**config.mk**
```make
export PLATFORM = sky130hd
export DESIGN_NAME = uart_tx_sched
export DESIGN_NICKNAME = d
export VERILOG_FILES = /design/src/rtl/lib_cpu.sv /design/src/rtl/uart_tx_serializer.sv /design/src/rtl/uart_tx_sched.sv
export SDC_FILE = /design/constraint.sdc
export NUM_CORES = 1
export LEC_CHECK = 0
export CORE_UTILIZATION = 44
export DETAILED_ROUTE_END_ITERATION = 8
export GPL_ROUTABILITY_DRIVEN = 0
export PLACE_DENSITY = 0.75
export SYNTH_ARGS = -nofsm -noshare
export SYNTH_HDL_FRONTEND = slang
export SYNTH_SLANG_ARGS = --single-unit
```
**constraint.sdc**
```tcl
create_clock -name clk -period 1.9 [get_ports clk]
set_input_delay 0.38 -clock clk [delete_from_list [all_inputs] [get_ports clk]]
set_output_delay 0.38 -clock clk [all_outputs]
set_load 0.05 [all_outputs]
```
**src/rtl/lib_cpu.sv**
```systemverilog
// Shared definitions for the UART transmit path: frame state encoding,
// data width and the two-requester round-robin pick.
package lib_cpu;

  localparam int UART_DATA_W = 8;

  typedef enum logic [1:0] {
    IDLE,
    START,
    DATA,
    STOP
  } uart_tx_state_t;

  // Winner index for two requesters. On a tie, the one not granted last wins.
  // A lone requester always wins.
  function automatic logic rr_pick(input logic [1:0] valid, input logic last);
    if (valid == 2'b11) begin
      return ~last;
    end
    return valid[1];
  endfunction

endpackage

```
**src/rtl/uart_tx_serializer.sv**
```systemverilog
// UART frame serializer: start bit, 8 data bits LSB first, stop bit, each
// held for WAIT clocks. The line and busy flag are driven straight from flops.
module uart_tx_serializer
  import lib_cpu::*;
#(
  parameter int WAIT = 8
) (
  input  logic                   clk,
  input  logic                   reset,
  input  logic                   load,
  input  logic [UART_DATA_W-1:0] data,
  output logic                   tx,
  output logic                   busy
);

  localparam int CW = (WAIT > 1) ? $clog2(WAIT) : 1;
  localparam logic [CW-1:0] CNT_LAST = CW'(WAIT - 1);

  uart_tx_state_t         state;
  logic [CW-1:0]          cnt;
  logic [2:0]             bit_idx;
  logic [UART_DATA_W-1:0] shreg;
  logic                   bit_end;

  assign bit_end = (cnt == CNT_LAST);

  // Frame sequencer: bit-period counter, bit index and the registered line.
  always_ff @(posedge clk or posedge reset) begin
    if (reset) begin
      state   <= IDLE;
      cnt     <= '0;
      bit_idx <= '0;
      shreg   <= '0;
      tx      <= 1'b1;
      busy    <= 1'b0;
    end else begin
      case (state)
        IDLE: begin
          cnt     <= '0;
          bit_idx <= '0;
          if (load) begin
            shreg <= data;
            tx    <= 1'b0;
            busy  <= 1'b1;
            state <= START;
          end
        end
        START: begin
          if (bit_end) begin
            cnt     <= '0;
            bit_idx <= '0;
            tx      <= shreg[0];
            state   <= DATA;
          end else begin
            cnt <= cnt + CW'(1);
          end
        end
        DATA: begin
          if (bit_end) begin
            cnt     <= '0;
            bit_idx <= bit_idx + 3'd1;
            if (bit_idx == 3'd7) begin
              tx    <= 1'b1;
              state <= STOP;
            end else begin
              tx <= shreg[bit_idx + 3'd1];
            end
          end else begin
            cnt <= cnt + CW'(1);
          end
        end
        STOP: begin
          if (bit_end) begin
            cnt   <= '0;
            busy  <= 1'b0;
            state <= IDLE;
          end else begin
            cnt <= cnt + CW'(1);
          end
        end
        default: begin
          state <= IDLE;
        end
      endcase
    end
  end

endmodule

```
**src/rtl/uart_tx_sched.sv**
```systemverilog
// Two-requester round-robin front end for a UART transmitter. Accepts one
// byte per frame with a single-cycle ready strobe while the line is idle.
module uart_tx_sched
  import lib_cpu::*;
#(
  parameter int WAIT  = 8,
  parameter int N_REQ = 2
) (
  input  logic                                clk,
  input  logic                                reset,
  input  logic [N_REQ-1:0]                    req_valid,
  input  logic [N_REQ-1:0][UART_DATA_W-1:0]   req_data,
  output logic [N_REQ-1:0]                    req_ready,
  output logic                                uart_tx,
  output logic                                busy,
  output logic                                grant_id
);

  logic                   last_grant;
  logic                   winner;
  logic                   accept;
  logic [UART_DATA_W-1:0] load_data;

  // Arbitration and handshake; ready is suppressed while reset is held.
  always_comb begin
    winner    = rr_pick(req_valid[1:0], last_grant);
    accept    = (|req_valid) && !busy && !reset;
    req_ready = '0;
    if (accept) begin
      req_ready[winner] = 1'b1;
    end
    load_data = req_data[winner];
  end

  // Round-robin history; after reset requester 0 wins the first tie.
  always_ff @(posedge clk or posedge reset) begin
    if (reset) begin
      grant_id   <= 1'b0;
      last_grant <= 1'b1;
    end else if (accept) begin
      grant_id   <= winner;
      last_grant <= winner;
    end
  end

  uart_tx_serializer #(
    .WAIT(WAIT)
  ) u_ser (
    .clk  (clk),
    .reset(reset),
    .load (accept),
    .data (load_data),
    .tx   (uart_tx),
    .busy (busy)
  );

endmodule

```
Yosys cells after proc, flatten, opt, wreduce, memory -nomap -nowiden --
Cells that the tools add are included.
Operators by class: add/subtract/negate cells 2, $lt $le $gt $ge 3, equality and inequality tests 11, mux-type cells 29, bitwise gates (word level) 1, reduce and logical (&&, ||, !) cells 15
Operators with widths (number):
- two-way mux 8 bit | 2
- two-way mux 2 bit | 6
- two-way mux 1 bit | 11
- two-way mux 3 bit | 3
- case mux 3 bit (3 select lines) | 1
- inequality test 2 x 1 -> 1 bit, second input constant | 4
- case mux 2 bit (4 select lines) | 1
- adder 3 x 1 -> 3 bit, second input constant | 2
- equality test 2 bit, second input constant | 3
- equality test 3 bit, second input constant | 2
- case mux 3 bit (2 select lines) | 1
- AND reduction 3 bit | 2
- AND reduction 5 bit | 1
- < comparator 3 x 4 -> 1 bit, second input constant | 1
- AND reduction 4 bit | 1
- binary-select mux 1 bit (select 3 bit) | 1
- logical AND 1 bit | 3
- case mux 1 bit (3 select lines) | 1
- nonzero test 3 bit | 1
- OR reduction 3 bit | 1
- equality test 2 x 1 -> 1 bit, second input constant | 1
- logical NOT 1 bit | 2
- logical NOT 2 bit | 1
- < comparator 1 x 2 -> 1 bit, second input constant | 1
- 8 further kinds | 8
Storage, ports and cells: register bits 20, input bits 20, output and inout port bits 5, word-level logic and storage cells 69

Depth between registers and ports, before layout --
Gate-level depths: netlist (run 1).
depth in word-level cells 8, gate-level depth with buffers 7

Cells and area by module --
A second synthesis (run 1) with hierarchy kept.
Second synthesis, totals: cells, all modules 98, area total of the unflattened synthesis 1173.6 µm²
By module, submodules not included:
- uart_tx_serializer | instances 1, cells an instance 78, area an instance 954.7 µm²
- uart_tx_sched | instances 1, cells an instance 20, area an instance 219.0 µm²

Least setup slack after synthesis (run 1) --
OpenSTA, ideal clock, no wires.
path type register to output, start register u_ser.busy, end output port req_ready[0], arrival 1753 ps, data required time 1520 ps, setup slack -233 ps, stages on the path, launching flop included 4, buffers on the path 0, path through dfrtp_1 > nor2_1 > nand2_1 > a21oi_1
Between the ends: word-level cells in the longest chain between the ends 4
RTL lines:
- start, declared | line uart_tx_serializer.sv:13 | output logic busy
- start signal, assigned | line uart_tx_serializer.sv:35 | busy <= 1'b0;
- start signal, assigned | line uart_tx_serializer.sv:44 | busy <= 1'b1;
- start signal, assigned | line uart_tx_serializer.sv:75 | busy <= 1'b0;
- logical NOT 1 bit | line uart_tx_sched.sv:27 | accept = (|req_valid) && !busy && !reset;
- logical AND 1 bit (2 in series) | line uart_tx_sched.sv:27
- two-way mux 2 bit | line uart_tx_sched.sv:29 | if (accept) begin
- end, declared | line uart_tx_sched.sv:13 | output logic [N_REQ-1:0] req_ready,
No other way between the ends.

Worst setup path after layout (run 1) --
start register u_ser.bit_idx[1], end register u_ser.tx
Between the ends: word-level cells in the longest chain between the ends 6
RTL lines:
- start, declared | line uart_tx_serializer.sv:21 | logic [2:0] bit_idx;
- start signal, assigned | line uart_tx_serializer.sv:61 | bit_idx <= bit_idx + 3'd1;
- adder 3 x 1 -> 3 bit | line uart_tx_serializer.sv:66 | tx <= shreg[bit_idx + 3'd1];
- binary-select mux 1 bit (select 3 bit) | line uart_tx_serializer.sv:66
- two-way mux 1 bit (implied by the code) | line uart_tx_serializer.sv:66
- two-way mux 1 bit (*) | line uart_tx_serializer.sv:62 | if (bit_idx == 3'd7) begin
- two-way mux 1 bit (*) | line uart_tx_serializer.sv:59 | if (bit_end) begin
- case mux 1 bit (3 select lines) (*) | line uart_tx_serializer.sv:37 | case (state)
- end signal, assigned | line uart_tx_serializer.sv:52 | tx <= shreg[0];
- end signal, assigned | line uart_tx_serializer.sv:66
- end, declared | line uart_tx_serializer.sv:12 | output logic tx,
Every way passes the cells marked *; elsewhere a longest branch is shown, timed or not. The select of a mux whose other input is x is not followed. A chain may end at the register's enable or synchronous reset.

==> flow_metrics.py, run 1 <==
metrics = {
    "logic_synthesis": {
        "netlist_top_cells_count": "19 x nand2_1, 18 x dfrtp_1, 12 x mux2i_1, 10 x o21ai_1, 9 x ha_1",
        "async_reset_ff_share_pct": 100,
        "synth.area.top_cells": "dfrtp_1 41%, mux2i_1 11%, ha_1 10%, nand2_1 6.5%, dfstp_2 4.8%",
        "synth.most_common_cell": "nand2_1",
        "synth_nets": 141,
        "synth_top_cell_area_share_pct": 40.9,
        "synth_area_sq_um": 1100,
        "avgSynthCellArea_sq_um": 9.84,
        "yosys_warnings": 0,
        "synth_ff_type": "dfrtp_1",
        "ys_types": 27,
        "synth-edff-count": 0,
        "yosysTopAreaCell": "dfrtp_1",
        "synthCells": 112,
        "ys_ff_latch": 20,
        "seq_area_frac_synth_pct": 45.6,
    },
    "die": {
        "core_area_sq_um": 2280,
        "initial_core_util_pct": 48.4,
        "die_area_sq_um": 2710,
        "ios": 25,
        "fp.dieW_um": 52.1,
        "rows": 17,
        "die_h_um": 52.1,
    },
    "drt": {
        "routed_wl_um": 2260,
        "drtAntennaViolNets": 0,
        "num_vias": 917,
        "drt_iter0_drc": 2,
        "vias_per_cell": 5.24,
        "wl_per_cell_um": 12.9,
        "drc": 0,
        "firstDrtPassIters": 4,
    },
    "setup_path": {
        "arrival_ns": 2.08,
        "critical_path_class": "flop to flop",
        "endpoint_kind": "flop",
        "crit_slowest_cell": "or4_4",
        "required_ns": 2.15,
        "max_stage_delay_ns": 0.47,
        "startpoint_type": "flop",
        "worstPathMaxFanout": 3,
        "crit_buf_inv": 1,
        "critPathTopFamily": "simple AND/OR/NAND/NOR gates",
        "path_cells": "ha_4, buf_12, mux2i_1, nor3_1, or4_4, a22oi_2, o21ai_1",
    },
    "finish": {
        "diodes": 0,
        "drive_above_1_share_pct": 19.0,
        "fin_cells": 175,
        "final_util_pct": 67.6,
        "area_growth_pct": 39.5,
        "fin_nets": 177,
        "fillers": 185,
    },
    "grt": {
        "grt_antenna_before_repair": 0,
        "grt_use_total_pct": 20.6,
        "grt_pass1_wl_um": 3930,
        "grt-ovfl-total": 0,
        "grt_max_degree": 18,
        "first_global_vias": 914,
    },
    "timing": {
        "report.final.slew_viol_count": 0,
        "slew_headroom_pct": 66.7,
        "finalWorstSetupSlack_ns": 0.0723,
        "setup_viol": 0,
        "worst_pin_slew_ns": 0.499,
        "period_share_pct": 96.2,
        "timing.fmax_mhz": 547,
        "rsz0062_at_grt": "false",
        "fin_worst_skew_ns": 0.00283,
        "hold_viol": 0,
        "fin_crit_ns": 1.83,
    },
    "pwr": {
        "leakage_uw": 0.000674,
        "p_per_area_nw_per_um2": 502,
        "vdd_ir_drop_max_uv": 504,
    },
    "place": {
        "place_ws_ns": -0.00927,
        "dp_hpwl_um": 1740,
        "placedCellCount": 169,
        "port_buffers": 24,
    },
    "cts": {
        "cts_buffer_depth": 2,
        "ctsHoldBuffers": 0,
        "cts_inserted_buffers": 3,
        "h-tree-depth": 1,
        "cts.sinks": 20,
        "clk_pin_slew_ns": 0.11,
        "clock_latency_ns": 0.31,
        "tritoncts": "done",
        "cts_root_buffer": "clkbuf_4",
    },
    "status": {
        "outcome": "completed",
    },
    "min_path": {
        "hp-class": "flop to flop",
    },
    "flow_run": {
        "cap_violations": 0,
    },
}
-- per-stage QoR --
step | total power [uW] | hold WS (ns) | TNS, ns | instance area (sq um)
after floorplan | 470 | 0.342 | 0 | 1110
after global placement | 524 | 0.424 | 0 | 1440
after detailed placement | 526 | 0.429 | -0.00927 | 1440
after CTS | 782 | 0.447 | 0 | 1490
after global routing | 804 | 0.469 | 0 | 1540
final | 772 | 0.443 | 0 | 1540
-- timing repair --
item / in CTS / in global routing
buffers inserted: 0 / 2
setup endpoints to repair: 1 / 4
pin swaps: 0 / 2
gates resized for setup: 2 / 5
-- layout by cell type, fill, tap and decap left out --
| cell | count |
|---|---|
| nand2_1 | 19 |
| clkdlybuf4s50_1 | 19 |
| dfrtp_1 | 18 |
| mux2i_1 | 11 |
| buf_4 | 11 |
| o21ai_1 | 10 |
| ha_1 | 7 |
| nor2_1 | 6 |
| o21ai_0 | 6 |
| inv_1 | 4 |
| a21oi_1 | 3 |
| nand2b_1 | 3 |
| clkbuf_4 | 3 |
| buf_12 | 3 |
| o21bai_1 | 2 |
| nor3_1 | 2 |
| ha_4 | 2 |
| dfstp_2 | 2 |
| nor2_2 | 1 |
| nand3b_1 | 1 |
| o31a_1 | 1 |
| a21boi_2 | 1 |
| mux2i_2 | 1 |
| o22ai_1 | 1 |
| or4_4 | 1 |
| a22oi_2 | 1 |
| a21oi_2 | 1 |
| nor3b_1 | 1 |
| nor2b_1 | 1 |
| and2_1 | 1 |
| o32a_1 | 1 |
| a31oi_1 | 1 |
| clkbuf_8 | 1 |
| dlymetal6s2s_1 | 1 |
-- power by group --
part           internal [uW]  total (uW)  leakage (uW)  switching, uW
combinational           54.3        87.6      0.000387           33.3
sequential               429         431      0.000266           1.94
clock                    117         254     0.0000210            137
-- metal layers --
metal | global-route usage, % | up-vias | share of wire (%)
met5 | 0 | - | 0
met4 | 13.1 | 0 | 2.3
met3 | 2.63 | 5 | 2.8
met2 | 34.2 | 22 | 51
met1 | 25.0 | 432 | 44
li1 | - | 458 | -
-- sequential cells by signal (all words and copies together), names as in the netlist --
register / flops
u_ser.bit_idx: 3
grant_id: 1
u_ser.busy: 1
u_ser.cnt: 3
last_grant: 1
u_ser.tx: 1
u_ser.shreg: 8
u_ser.state: 2
-- layout make-up --
cell class / count / area (sq um) / share of cell area, %
clock buffer: 4 / 36.3 / 2.36
tap: 28 / 35.0 / 2.28
multi-input combinational: 85 / 603 / 39.2
inverter: 4 / 15.0 / 0.976
sequential: 20 / 503 / 32.7
timing repair buffer: 34 / 345 / 22.5
-- cell families (layout without fill, tap and decap cells) --
group / count (synthesis) / count (layout) / synth area share [%]
AO/OA/AOI/OAI: 28 / 28 / 15.1
adder cells (fa/ha/maj): 9 / 9 / 10.2
buffers and inverters: 7 / 42 / 3.18
flip-flops: 20 / 20 / 45.6
AND/OR/NAND/NOR: 36 / 36 / 15.0
multiplexers: 12 / 12 / 10.9
-- path summary, 6_finish.rpt --
check / start / endpoint / slack, ns / cells past startpoint
max: u_ser.bit_idx[1] / u_ser.tx / 0.07 / 7
min reg2reg: u_ser.cnt[0] / u_ser.cnt[0] / 0.44 / 1
min: u_ser.cnt[0] / u_ser.cnt[0] / 0.44 / 1
min in group asynchronous: reset / u_ser.state[1] / 0.50 / 3
max in group asynchronous: reset / u_ser.tx / 0.92 / 4
max reg2reg: u_ser.bit_idx[1] / u_ser.tx / 0.07 / 7
(Power assumes the default switching activity.)
==> run 2: changes to the inputs <==
PLACE_DENSITY = 0.74   (was 0.75)
SKIP_LAST_GASP = 1   (was not set)
==> flow_metrics.py, run 2 (synthesis gave the netlist of run 1 again) <==
metrics = {
    "die": {
        "core_area_sq_um": 2280,
        "initial_core_util_pct": 48.4,
        "die_area_sq_um": 2710,
        "fp.dieW_um": 52.1,
        "rows": 17,
        "ios": 25,
        "die_h_um": 52.1,
    },
    "timing": {
        "fin_worst_skew_ns": 0.00336,
        "timing.fmax_mhz": 540,
        "worst_hold_slack_ns": 0.432,
        "period_share_pct": 97.5,
        "slew_headroom_pct": 66.3,
        "report.final.slew_viol_count": 0,
        "hold_viol": 0,
        "fin_crit_ns": 1.85,
        "worst_pin_slew_ns": 0.505,
        "setup_viol": 0,
    },
    "pwr": {
        "internal-power_uw": 597,
        "pwr-share-comb_pct": 11.1,
        "p_switching_uw": 165,
        "pwr-share-clk_pct": 32.4,
        "p_per_area_nw_per_um2": 503,
        "leakage_uw": 0.000670,
        "vdd_ir_drop_max_uv": 273,
        "seqPwrFrac_pct": 56.5,
        "switching_share_pct": 21.6,
        "finalPower_uw": 762,
    },
    "finish": {
        "final_common_cell": "nand2_1",
        "largest_reg_flops": 8,
        "reg.largest.list": "u_ser.shreg x8, u_ser.bit_idx x3, u_ser.cnt x3",
        "fillers": 181,
        "drive_above_1_share_pct": 17.2,
        "regMostFlops": "u_ser.shreg",
        "fin_nets": 175,
        "seqCellArea_sq_um": 503,
        "fin_cells": 173,
        "area_growth_pct": 37.3,
        "layout_common_cells": "19 x nand2_1, 18 x dfrtp_1, 18 x clkdlybuf4s50_1",
        "multi_input_area_sq_um": 604,
        "diodes": 0,
    },
    "grt": {
        "first_global_vias": 913,
        "grt_use_total_pct": 18.9,
        "grt_max_degree": 18,
        "grt_pass1_wl_um": 3770,
        "grt-ovfl-total": 0,
        "grt_antenna_before_repair": 0,
    },
    "flow_run": {
        "cap_violations": 0,
    },
    "min_path": {
        "whs_path_depth": 3,
        "hp-class": "input pin to flop",
        "hold_path_end": "last_grant",
        "min_from": "req_valid[1]",
    },
    "setup_path": {
        "ff2ff_path_depth": 6,
        "endpoint_kind": "output pin",
        "r2r_slack_ns": 0.10,
        "arrival_ns": 1.47,
        "required_ns": 1.52,
        "critical_path_class": "input pin to output pin",
        "r2r-end": "u_ser.tx",
        "worstPathMaxFanout": 4,
        "regToRegStartpoint": "u_ser.bit_idx[1]",
        "startpoint_type": "input pin",
        "critPathLaunch": "reset",
    },
    "status": {
        "outcome": "completed",
    },
    "drt": {
        "vias_per_cell": 5.23,
        "firstDrtPassIters": 4,
        "drtAntennaViolNets": 0,
        "drc": 0,
        "drt_iter0_drc": 13,
        "num_vias": 905,
        "routed_wl_um": 2140,
        "wl_per_cell_um": 12.4,
    },
    "cts": {
        "ctsHoldBuffers": 0,
        "tritoncts": "done",
        "cts.sinks": 20,
        "cts_buffer_depth": 2,
        "cts_root_buffer": "clkbuf_4",
        "cts_inserted_buffers": 3,
        "clk_pin_slew_ns": 0.11,
        "clock_latency_ns": 0.29,
        "h-tree-depth": 1,
    },
    "place": {
        "placedCellCount": 168,
        "dp_hpwl_um": 1700,
        "port_buffers": 24,
    },
}
## run 2: cell count changes in the layout (fill, tap and decap cells not counted), sizes merged
cell / delta
buf: -2
clkdlybuf4s50: -1
dlymetal6s2s: +1
## run 2: cell type report
type | count | share of cell area, %
multi-input cells | 85 | 39.9
flip-flops and latches | 20 | 33.2
repair buffers | 32 | 21.2
clock buffers | 4 | 2.40
well taps | 28 | 2.31
inverters | 4 | 0.992
## run 2: worst max-delay path: stages
cell and delay [ns]:
clkdlybuf4s50_1 0.48, nor2_4 0.15, nand2_1 0.08, a21oi_2 0.20, buf_12 0.17
## run 2: how the worst max path moves through the flow
stage | slack [ns] | endpoint | depth (start not counted)
floorplan | 0.07 | u_ser.tx | 7
global placement | 0.03 | u_ser.tx | 6
detailed placement | 0.01 | req_ready[0] | 5
CTS | 0.007 | req_ready[0] | 5
global route | -0.03 | req_ready[0] | 5
finish | 0.05 | req_ready[0] | 5
## run 2: per-layer routing
layer	GRT usage (%)	vias to the layer above	share of wire (%)	wire length, um
met5	0	-	0	0
met1	23.3	425	44	939
met3	3.51	4	3.7	79
met4	8.11	0	1.4	29
met2	32.1	23	51	1100
li1	-	453	-	-
## run 2: power groups by stage
stage / sequential [uW] / clock [uW] / combinational (uW)
floorplan: 442 / 0 / 27.9
global placement: 439 / 0 / 82.4
detailed placement: 439 / 0 / 84.5
CTS: 431 / 255 / 84.7
global route: 431 / 269 / 93.0
finish: 431 / 247 / 84.3
## run 2: timing repair
item                       4_1_cts  5_1_grt
setup endpoints to repair        1        4
resized for setup                1        7
setup buffers                    0        1
## run 2: stage by stage
step / cell area, sq um / setup TNS [ns] / utilization, % / setup WS, ns
floorplan: 1110 / 0 / - / 0.0741
global placement: 1430 / 0 / 62.8 / 0.0300
detailed placement: 1430 / 0 / 62.8 / 0.0145
CTS: 1470 / 0 / 64.5 / 0.00705
global route: 1510 / -0.0269 / 66.5 / -0.0260
finish: 1510 / 0 / 66.5 / 0.0469
==> run 3: changes to the inputs <==
CORE_UTILIZATION = 25   (was 44)
DONT_BUFFER_PORTS = 1   (was not set)
PLACE_DENSITY = 0.4   (was 0.74)
==> flow_metrics.py, run 3 (synthesis gave the netlist of run 1 again) <==
metrics = {
    "setup_path": {
        "arrival_ns": 1.98,
        "critical_path_class": "flop to flop",
        "regToRegStartpoint": "u_ser.bit_idx[0]",
        "ff2ff_path_depth": 6,
        "startpoint_type": "flop",
        "endpoint_kind": "flop",
        "required_ns": 2.09,
        "r2r_slack_ns": 0.11,
        "worstPathMaxFanout": 5,
        "r2r-end": "u_ser.tx",
    },
    "finish": {
        "fin_nets": 151,
        "layout_common_cells": "19 x nand2_1, 18 x dfrtp_1, 12 x mux2i_1",
        "largest_reg_flops": 8,
        "final_common_cell": "nand2_1",
        "diodes": 0,
        "area_growth_pct": 18.0,
        "fillers": 422,
        "reg.largest.list": "u_ser.shreg x8, u_ser.bit_idx x3, u_ser.cnt x3",
        "fin_area_sq_um": 1300,
        "drive_above_1_share_pct": 15.7,
        "regMostFlops": "u_ser.shreg",
    },
    "drt": {
        "vias_per_cell": 4.70,
        "drtAntennaViolNets": 0,
        "wl_per_cell_um": 12.2,
        "num_vias": 804,
        "drt_iter0_drc": 14,
        "routed_wl_um": 2080,
        "drc": 0,
        "firstDrtPassIters": 2,
    },
    "grt": {
        "grt_max_degree": 21,
        "grt_antenna_before_repair": 0,
        "grt_pass1_wl_um": 3510,
        "first_global_vias": 781,
        "grt-ovfl-total": 0,
        "grt_use_total_pct": 10.3,
    },
    "die": {
        "core_area_sq_um": 4120,
        "initial_core_util_pct": 26.8,
        "ios": 25,
        "die_area_sq_um": 4680,
        "fp.dieW_um": 68.4,
        "die_h_um": 68.4,
        "rows": 23,
    },
    "min_path": {
        "hp-class": "input pin to asynchronous set/reset pin",
    },
    "timing": {
        "worst_pin_slew_ns": 0.467,
        "rsz0062_at_grt": "false",
        "period_share_pct": 94.1,
        "setup_tns_ns": 0,
        "fin_crit_ns": 1.79,
        "hold_viol": 0,
        "slew_headroom_pct": 68.9,
        "setup_viol": 0,
        "fin_worst_skew_ns": 0.00483,
        "report.final.slew_viol_count": 0,
        "timing.fmax_mhz": 560,
    },
    "place": {
        "place_area_sq_um": 1220,
        "dp_hpwl_um": 1590,
        "port_buffers": 0,
    },
    "cts": {
        "clk_pin_slew_ns": 0.08,
        "clock_latency_ns": 0.26,
        "cts_root_buffer": "clkbuf_8",
        "cts_buffer_depth": 2,
        "cts.sinks": 20,
        "postCtsSetupBuffers": 0,
        "cts_inserted_buffers": 3,
        "h-tree-depth": 1,
        "tritoncts": "done",
    },
    "pwr": {
        "p_per_area_nw_per_um2": 615,
        "vdd_ir_drop_max_uv": 211,
        "leakage_uw": 0.000552,
    },
    "status": {
        "outcome": "completed",
    },
    "flow_run": {
        "cap_violations": 0,
    },
}
run 3: cell type report:
| type | instances | area, sq um | area share [%] |
|---|---|---|---|
| repair buffers | 8 | 72.6 | 5.58 |
| well taps | 50 | 62.6 | 4.81 |
| inverters | 4 | 15.0 | 1.15 |
| flip-flops and latches | 20 | 503 | 38.7 |
| multi-input cells | 85 | 593 | 45.6 |
| clock buffers | 4 | 55.1 | 4.23 |
run 3: power breakdown:
part           leakage [uW]  switching, uW  internal [uW]  total, uW
Sequential         0.000266           5.67            428        434
Combinational      0.000256           20.8           15.0       35.8
Clock             0.0000288            146            185        330
Total              0.000552            172            628        800
run 3: worst max-delay path: stages (launching register included):
cell and delay (ns):
dfrtp_1 0.42, ha_4 0.32, mux2i_1 0.20, nor2_1 0.07, or4_4 0.50, a22oi_2 0.12
o21ai_1 0.08
run 3: worst max path at each step:
stage | startpoint | to | slack [ns] | cells after the start
finish | u_ser.bit_idx[0] | u_ser.tx | 0.11 | 6
floorplan | u_ser.bit_idx[0] | u_ser.tx | 0.07 | 7
detailed placement | u_ser.bit_idx[0] | u_ser.tx | -0.004 | 6
CTS | u_ser.bit_idx[1] | u_ser.tx | 0.02 | 6
global route | u_ser.bit_idx[0] | u_ser.tx | 0.02 | 6
global placement | u_ser.bit_idx[0] | u_ser.tx | 0.07 | 6
run 3: per-stage QoR:
step	hold WS, ns	utilization [%]	total power [uW]	instances	setup WS (ns)
global route	0.0471	31.6	835	171	0.0237
finish	0.0311	31.6	800	171	0.113
global placement	0.316	29.7	478	167	0.0684
detailed placement	0.323	29.7	480	167	-0.00427
CTS	0.0371	31.1	812	171	0.0154
floorplan	0.342	-	470	112	0.0741
run 3: layer usage:
| layer | track usage [%] | wire length (um) | up-vias |
|---|---|---|---|
| met5 | 0 | 0 | - |
| met4 | 5.47 | 41 | 0 |
| met3 | 2.33 | 82 | 5 |
| met2 | 15.9 | 961 | 18 |
| met1 | 13.2 | 993 | 371 |
| li1 | - | - | 410 |
run 3: timing repair:
action | in CTS | in global routing
endpoints found under the hold margin | 0 | 0
resized for setup | 1 | 2
endpoints found under the setup margin | 1 | 1
hold buffers | 0 | 0
